[config.mk]
export PLATFORM = sky130hd
export DESIGN_NAME = rv32_decode_queue_flat
export DESIGN_NICKNAME = d
export VERILOG_FILES = /design/src/rtl/rv32_decode_queue_if.sv /design/src/rtl/rv32_decode_queue.sv /design/src/flat_wrapper.sv
export SDC_FILE = /design/constraint.sdc
export NUM_CORES = 1
export LEC_CHECK = 0
export BUFFER_PORTS_ARGS = -buffer_cell sky130_fd_sc_hd__clkbuf_2
export CELL_PAD_IN_SITES_DETAIL_PLACEMENT = 0
export CELL_PAD_IN_SITES_GLOBAL_PLACEMENT = 2
export CORE_ASPECT_RATIO = 1.75
export CORE_MARGIN = 3
export CORE_UTILIZATION = 45
export CTS_CLUSTER_DIAMETER = 100
export DETAILED_ROUTE_END_ITERATION = 8
export GPL_ROUTABILITY_DRIVEN = 0
export PLACE_DENSITY = 0.89
export SLEW_MARGIN = 0
export SYNTH_ARGS = -nofsm -noshare
export SYNTH_HDL_FRONTEND = slang
export SYNTH_SLANG_ARGS = --single-unit
export TNS_END_PERCENT = 20
[constraint.sdc]
create_clock -name clk -period 3.25 [get_ports clk]
set_input_delay 0.4875 -clock clk [delete_from_list [all_inputs] [get_ports clk]]
set_output_delay 0.4875 -clock clk [all_outputs]
set_load 0.05 [all_outputs]
[src/rtl/rv32_decode_queue_if.sv]
// rv32_decode_queue_if: fetch-side and decode-side handshake/data bundle for rv32_decode_queue.
interface rv32_decode_queue_if #(parameter int DEPTH = 4);
    localparam int CW = $clog2(DEPTH) + 1;
    logic          flush_in;
    logic          valid_in;
    logic          ready_out;
    logic [31:0]   pc_in;
    logic [31:0]   instr_in;
    logic          branch_predicted_taken_in;
    logic          valid_out;
    logic          ready_in;
    logic [31:0]   pc_out;
    logic [31:0]   instr_out;
    logic          branch_predicted_taken_out;
    logic [4:0]    rs1_out;
    logic [4:0]    rs2_out;
    logic [4:0]    rd_out;
    logic [11:0]   csr_out;
    logic [CW-1:0] count_out;
    logic          empty_out;
    logic          full_out;
    modport slave (
        input  flush_in, valid_in, pc_in, instr_in, branch_predicted_taken_in, ready_in,
        output ready_out, valid_out, pc_out, instr_out, branch_predicted_taken_out,
               rs1_out, rs2_out, rd_out, csr_out, count_out, empty_out, full_out
    );
    modport master (
        output flush_in, valid_in, pc_in, instr_in, branch_predicted_taken_in, ready_in,
        input  ready_out, valid_out, pc_out, instr_out, branch_predicted_taken_out,
               rs1_out, rs2_out, rd_out, csr_out, count_out, empty_out, full_out
    );
endinterface

[src/rtl/rv32_decode_queue.sv]
// rv32_decode_queue: DEPTH-entry fetch-to-decode FIFO with flush; RV32_DECODE_QUEUE_BYPASS_EN adds a zero-latency path through an empty queue.
module rv32_decode_queue #(parameter int DEPTH = 4) (
    input logic                clk,
    input logic                reset_n,
    rv32_decode_queue_if.slave q
);
    localparam int AW = $clog2(DEPTH);
    localparam int CW = AW + 1;
    logic [64:0]   mem_q [DEPTH];
    logic [64:0]   mem_d [DEPTH];
    logic [AW-1:0] wr_ptr_q, wr_ptr_d, rd_ptr_q, rd_ptr_d;
    logic [CW-1:0] count_q, count_d;
    logic          empty, full, byp, push, pop, wr_en, rd_en;
    logic [64:0]   head;

    assign empty = count_q == '0;
    assign full  = count_q == CW'(DEPTH);
`ifdef RV32_DECODE_QUEUE_BYPASS_EN
    assign byp  = empty && !q.flush_in && q.valid_in;
    assign head = byp ? {q.pc_in, q.instr_in, q.branch_predicted_taken_in} : mem_q[rd_ptr_q];
`else
    assign byp  = 1'b0;
    assign head = mem_q[rd_ptr_q];
`endif
    assign q.valid_out = byp || (!empty && !q.flush_in);
    assign q.ready_out = !full;
    assign push  = q.valid_in && !full && !q.flush_in;
    assign pop   = q.valid_out && q.ready_in;
    // A bypassed entry consumed in the same cycle never touches storage
    assign wr_en = push && !(byp && pop);
    assign rd_en = pop && !byp;

    assign q.pc_out                     = q.valid_out ? head[64:33] : '0;
    assign q.instr_out                  = q.valid_out ? head[32:1] : '0;
    assign q.branch_predicted_taken_out = q.valid_out && head[0];
    assign q.rs1_out   = q.instr_out[19:15];
    assign q.rs2_out   = q.instr_out[24:20];
    assign q.rd_out    = q.instr_out[11:7];
    assign q.csr_out   = q.instr_out[31:20];
    assign q.count_out = count_q;
    assign q.empty_out = empty;
    assign q.full_out  = full;

    always_comb begin
        mem_d    = mem_q;
        wr_ptr_d = wr_ptr_q + AW'(wr_en);
        rd_ptr_d = q.flush_in ? wr_ptr_q : rd_ptr_q + AW'(rd_en);
        count_d  = q.flush_in ? '0 : count_q + CW'(wr_en) - CW'(rd_en);
        if (wr_en) mem_d[wr_ptr_q] = {q.pc_in, q.instr_in, q.branch_predicted_taken_in};
    end

    always_ff @(posedge clk or negedge reset_n) begin
        if (!reset_n) begin
            for (int i = 0; i < DEPTH; i++) mem_q[i] <= '0;
            wr_ptr_q <= '0;
            rd_ptr_q <= '0;
            count_q  <= '0;
        end else begin
            mem_q    <= mem_d;
            wr_ptr_q <= wr_ptr_d;
            rd_ptr_q <= rd_ptr_d;
            count_q  <= count_d;
        end
    end
endmodule

[src/flat_wrapper.sv]
// flat-port wrapper written by rule: the top's interface ports become plain ports
module rv32_decode_queue_flat 
#(parameter int DEPTH = 4)
  (clk, reset_n, q_flush_in, q_valid_in, q_pc_in, q_instr_in, q_branch_predicted_taken_in, q_ready_in, q_ready_out, q_valid_out, q_pc_out, q_instr_out, q_branch_predicted_taken_out, q_rs1_out, q_rs2_out, q_rd_out, q_csr_out, q_count_out, q_empty_out, q_full_out);
  rv32_decode_queue_if #(.DEPTH(DEPTH)) q_i ();
  input logic clk;
  input logic reset_n;
  input wire logic [$bits(q_i.flush_in)-1:0] q_flush_in;
  input wire logic [$bits(q_i.valid_in)-1:0] q_valid_in;
  input wire logic [$bits(q_i.pc_in)-1:0] q_pc_in;
  input wire logic [$bits(q_i.instr_in)-1:0] q_instr_in;
  input wire logic [$bits(q_i.branch_predicted_taken_in)-1:0] q_branch_predicted_taken_in;
  input wire logic [$bits(q_i.ready_in)-1:0] q_ready_in;
  output wire logic [$bits(q_i.ready_out)-1:0] q_ready_out;
  output wire logic [$bits(q_i.valid_out)-1:0] q_valid_out;
  output wire logic [$bits(q_i.pc_out)-1:0] q_pc_out;
  output wire logic [$bits(q_i.instr_out)-1:0] q_instr_out;
  output wire logic [$bits(q_i.branch_predicted_taken_out)-1:0] q_branch_predicted_taken_out;
  output wire logic [$bits(q_i.rs1_out)-1:0] q_rs1_out;
  output wire logic [$bits(q_i.rs2_out)-1:0] q_rs2_out;
  output wire logic [$bits(q_i.rd_out)-1:0] q_rd_out;
  output wire logic [$bits(q_i.csr_out)-1:0] q_csr_out;
  output wire logic [$bits(q_i.count_out)-1:0] q_count_out;
  output wire logic [$bits(q_i.empty_out)-1:0] q_empty_out;
  output wire logic [$bits(q_i.full_out)-1:0] q_full_out;
  assign q_i.flush_in = q_flush_in;
  assign q_i.valid_in = q_valid_in;
  assign q_i.pc_in = q_pc_in;
  assign q_i.instr_in = q_instr_in;
  assign q_i.branch_predicted_taken_in = q_branch_predicted_taken_in;
  assign q_i.ready_in = q_ready_in;
  assign q_ready_out = q_i.ready_out;
  assign q_valid_out = q_i.valid_out;
  assign q_pc_out = q_i.pc_out;
  assign q_instr_out = q_i.instr_out;
  assign q_branch_predicted_taken_out = q_i.branch_predicted_taken_out;
  assign q_rs1_out = q_i.rs1_out;
  assign q_rs2_out = q_i.rs2_out;
  assign q_rd_out = q_i.rd_out;
  assign q_csr_out = q_i.csr_out;
  assign q_count_out = q_i.count_out;
  assign q_empty_out = q_i.empty_out;
  assign q_full_out = q_i.full_out;
  rv32_decode_queue #(.DEPTH(DEPTH)) u_core (.clk(clk), .reset_n(reset_n), .q(q_i));
endmodule
## Word level (Yosys, flattened, before mapping)

Index checks and enable logic that the tools add are counted.

| word-level totals | value |
|---|---|
| word-level logic and storage cells | 37 |
| bits in registers | 267 |
| input port bits | 70 |

| cells by class | value |
|---|---|
| order comparisons | 3 |
| bitwise gates (word level) | 2 |
| $add $sub $neg | 4 |
| mux-type cells | 10 |
| reduce and logical (&&, ||, !) cells | 10 |
| eq/ne operators | 1 |

Operators by type and width:

| operator | number |
|---|---|
| 260-bit bitwise mux | 1 |
| 65-bit 2-to-1 mux | 3 |
| 65-bit binary-select mux with 2-bit select | 1 |
| 65-bit demux with 2-bit select | 1 |
| 32-bit 2-to-1 mux | 2 |
| 3-bit >= comparator, second input constant | 2 |
| 1-bit logical AND | 6 |
| 2-bit inverter with 3-bit output | 2 |
| 2-bit by 1-bit adder with 2-bit output | 2 |
| 3-bit by 1-bit adder with 3-bit output | 1 |
| 3-bit == test, second input constant | 1 |
| 1-bit logical NOT | 3 |
| 3-bit logical NOT | 1 |
| 3-bit by 1-bit less-than comparator with 1-bit output, second input constant | 1 |
| 3-bit 2-to-1 mux | 1 |
| 3-bit by 1-bit subtractor with 3-bit output | 1 |
| 2-bit 2-to-1 mux | 1 |

## Depth between registers and ports, before layout

| logic depth | value |
|---|---|
| word-level depth | 7 |
| depth in mapped cells | 9 |
| gate-level depth less buffers | 8 |

## Worst setup path after synthesis

OpenSTA, ideal clock, no wires.

| timing path | value |
|---|---|
| kind | register to output |
| start point | register u_core.count_q[1] (netlist: u_core.q.count_out[1]) |
| end point | output q_instr_out[20] |
| path buffers | 3 |
| cell stages (with the launch flop) | 7 |
| data required time | 2.762 ns |
| slack | -0.195 ns |
| arrival time | 2.958 ns |
| cell sequence | dfrtp_1 > nor3_1 > nor2_1 > clkbuf_1 > clkbuf_1 > and2_1 > buf_4 |

| between the ends | value |
|---|---|
| word-level cells in the longest chain between the ends | 4 |

Ends and longest elaborated chain:

| item | line | source |
|---|---|---|
| start: declaration | rv32_decode_queue.sv:12 | `logic [CW-1:0] count_q, count_d;` |
| start signal: assignment | rv32_decode_queue.sv:62 | `count_q <= count_d;` |
| 3-bit logical NOT | rv32_decode_queue.sv:16 | `assign empty = count_q == '0;` |
| named net q_empty_out | flat_wrapper.sv:24 | `output wire logic [$bits(q_i.empty_out)-1:0] q_empty_out;` |
| 1-bit logical NOT | rv32_decode_queue.sv:25 | `assign q.valid_out = byp \|\| (!empty && !q.flush_in);` |
| 1-bit logical AND | rv32_decode_queue.sv:25 |  |
| 32-bit 2-to-1 mux | rv32_decode_queue.sv:34 | `assign q.instr_out = q.valid_out ? head[32:1] : '0;` |
| end: declaration | flat_wrapper.sv:17 | `output wire logic [$bits(q_i.instr_out)-1:0] q_instr_out;` |

The timed path passes the listed nets, and every way through them passes these cells.

## Worst setup path in the final report

| timing path | value |
|---|---|
| start point | register u_core.rd_ptr_q[0] |
| end point | output q_rd_out[0] |

| between the ends | value |
|---|---|
| word-level cells in the longest chain between the ends | 5 |

Ends and longest elaborated chain:

| item | line | source |
|---|---|---|
| start: declaration | rv32_decode_queue.sv:11 | `logic [AW-1:0] wr_ptr_q, wr_ptr_d, rd_ptr_q, rd_ptr_d;` |
| start signal: assignment | rv32_decode_queue.sv:61 | `rd_ptr_q <= rd_ptr_d;` |
| 2-bit inverter with 3-bit output (implied by the code) | rv32_decode_queue.sv:23 | `assign head = mem_q[rd_ptr_q];` |
| 65-bit binary-select mux with 2-bit select | rv32_decode_queue.sv:23 |  |
| 65-bit 2-to-1 mux (implied by the code) (2 in series) | rv32_decode_queue.sv:23 |  |
| 32-bit 2-to-1 mux | rv32_decode_queue.sv:34 |  |
| end: declaration | flat_wrapper.sv:21 | `output wire logic [$bits(q_i.rd_out)-1:0] q_rd_out;` |

No other way between the ends. The select of a mux whose other input is x is not followed.

==> qor.txt <==
Achievable Freq - 340 MHz
Vias in the first global route - 7642
Die area - 30000 um^2
Worst hold margin - 0.239 ns
Flop-to-flop setup slack - 0.85 ns
RSZ-0062 raised after global routing - false
Remaining antenna violation count after routing - 0
Final Max Slew Viols - 0
Overall routed net length - 26.3 mm
Post-DP HPWL - 16.7 mm
Type of destination of the critical path - primary output
DIE HEIGHT - 227 um
Power Dens Cells - 1070 nW/um^2
Via density - 5.33
Crit path max fanout - 16
Die width - 132 um
Layout cells sized above 1 - 60.6%
CTS tree - built
Crit path max-delay family - flip-flops
Final hold violation count - 0
Worst setup path category - flip-flop to primary output
Port Buffers - 168
Tightest Pin Transition - 0.568 ns
Post-cts repair resize count - 0
Critical Path RT - 2.76 ns
Syn Area/Cell - 16.3 um^2
Worst Hold Class - input port to flip-flop
Nets - 979
Synth-to-layout area growth - 14.2%
Clock buffer depth - 3
Initial Util - 45.8%
Crit-path cells - buf_4 > mux4_2 > and2_1 > clkbuf_2
Sequential area share after synthesis - 53.2%
Initial antenna violation count - 0
Htree depth - 1
Fillers - 2371
Post-Syn Instances - 770
Post-CTS setup buffer count - 0
Period utilisation layout - 90.5%
Worst r2r dst - u_core.mem_q[136]$_DFFE_PN0P_
Hold-fix buffers, CTS - 1
Syn nets - 843
IO Pins - 169
Critical path endpoint - q_rd_out[0]
Clk sinks - 267
Crit start category - flip-flop
CP arrival - 2.45 ns
DRC - 0
Routed WL per cell - 20.4 um
Largest net degree at the start of global routing - 102
Reg clk slew, reported paths - 0.07 ns
Final min period - 2.94 ns
Reg2reg start - u_core.q.count_out[1]$_DFF_PN0_
Ys Warns - 0
Via count - 6893
Global-route wire length before repair - 42.4 mm
Core Area - 27400 um^2
Pleak - 6.47 nW
Worst vdd ir - 0.000656 V
Reg2reg path depth - 4
Overall global routing resource usage - 17.7%
Worst path buffer plus inverter count - 2
Total grt overflow - 0
Max-cap viol count - 0
Antenna Cells - 0
Library cells used by synthesis - 32
Clk_lat worst skew - 0.52 ns
Cts bufs inserted - 25
Cell area after synthesis - 12600 um^2
Rel. slew slack - 62.2%
Crit-path slowest cell - dfrtp_4
Max Clock Skew - 0.0146 ns
CP max stage delay - 0.66 ns
TNS Setup - 0 ns
Final setup viols - 0
Starting DRT DRC Count - 249
CP Launch Point - u_core.rd_ptr_q[0]$_DFF_PN0_
Row cnt - 80
Status - completed
TritonRoute pass-1 iters - 4
Critical path depth in cells - 4
Yosys reg bits - 267
Clk Tree Root Cell - clkbuf_16
==> report_power, final <==
part | total, mW | internal (mW) | switching [mW] | leakage (nW)
Combinational | 6.46 | 3.35 | 3.12 | 2.85
Clock | 2.95 | 1.70 | 1.25 | 0.413
Sequential | 5.99 | 5.00 | 0.983 | 3.21
Total | 15.4 | 10.1 | 5.35 | 6.47
==> per-layer routing <==
layer | track usage [%] | share of wire [%]
met3 | 2.63 | 3.7
met5 | 0 | 0
met4 | 5.40 | 2.2
met1 | 21.7 | 41
met2 | 32.6 | 53
==> cell usage in the layout (no fill, tap or decap), drive strengths merged, types with 2 or more instances in the layout <==
master and count:
mux2 260, o21ai 3, xor2 3, ha 2, nand2 4, nand4b 2
dfrtp 267, inv 4, nor2 4, and2 65, clkinv 4, xnor2 2
buf 20, nor2b 2, clkbuf 205, mux4 65
==> Yosys cell counts, drive strengths merged <==
library cell | n | area share [%]
dfrtp | 267 | 53
mux2 | 260 | 25
buf | 68 | 4.8
and2 | 65 | 3.2
mux4 | 65 | 12
clkbuf | 11 | 0.33
nand2 | 4 | 0.12
nor2 | 4 | 0.14
inv | 3 | 0.13
o21ai | 3 | 0.12
xor2 | 3 | 0.21
ha | 2 | 0.20
nand4b | 2 | 0.14
nor2b | 2 | 0.10
xnor2 | 2 | 0.14
fa | 1 | 0.16
nand4 | 1 | 0.050
nor3 | 1 | 0.040
nor3b | 1 | 0.060
nor4bb | 1 | 0.080
o311ai | 1 | 0.070
o31ai | 1 | 0.060
or3 | 1 | 0.050
or3b | 1 | 0.070
==> logic make-up (layout without fill, tap and decap cells) <==
group	count (synthesis)	in the layout	share of synthesized area (%)
AOI/OAI and AO/OA	5	5	0.249
xor gates and xnor gates	5	5	0.349
adders and majority gates	3	3	0.359
buffers and inverters	82	236	5.28
DFF	267	267	53.2
muxes	325	325	36.5
and+or+nand+nor	83	83	4.09
==> metrics by stage <==
| step | area (um^2) | util [%] | worst slack (ns) | instances | total power, mW |
|---|---|---|---|---|---|
| floorplan | 12600 | - | 0.282 | 770 | 11.2 |
| global placement | 13500 | 49.2 | 0.791 | 1247 | 12.4 |
| detailed placement | 13500 | 49.2 | 0.779 | 1247 | 12.6 |
| CTS | 14300 | 52.3 | 0.211 | 1293 | 15.6 |
| global route | 14300 | 52.3 | 0.133 | 1293 | 16.3 |
| finish | 14300 | 52.3 | 0.308 | 1293 | 15.4 |
==> state kept, by name (all words and copies together), names as in the netlist <==
| name | flops |
|---|---|
| u_core.wr_ptr_q | 2 |
| u_core.q.count_out | 3 |
| u_core.mem_q | 260 |
| u_core.rd_ptr_q | 2 |
==> area by class of cell <==
cell class,instances,area (um^2),area share (%)
flip-flops and latches,267,6690,46.6
repair buffers,188,1100,7.69
inverters,3,16.3,0.113
clock inverters,7,68.8,0.480
well taps,369,462,3.22
multi-input cells,421,5240,36.5
clock buffers,38,764,5.33
==> how the worst min path moves through the flow <==
stage	slack [ns]	from	depth (start not counted)	to
after floorplan	0.19	reset_n	0	u_core.mem_q[0]$_DFFE_PN0P_
after global placement	0.48	reset_n	1	u_core.mem_q[151]$_DFFE_PN0P_
after detailed placement	0.48	reset_n	1	u_core.mem_q[216]$_DFFE_PN0P_
after CTS	0.21	q_instr_in[2]	2	u_core.mem_q[3]$_DFFE_PN0P_
after global routing	0.23	q_pc_in[5]	2	u_core.mem_q[38]$_DFFE_PN0P_
final	0.24	q_branch_predicted_taken_in	2	u_core.mem_q[65]$_DFFE_PN0P_
Note: power is estimated with default switching activity, not from simulation.
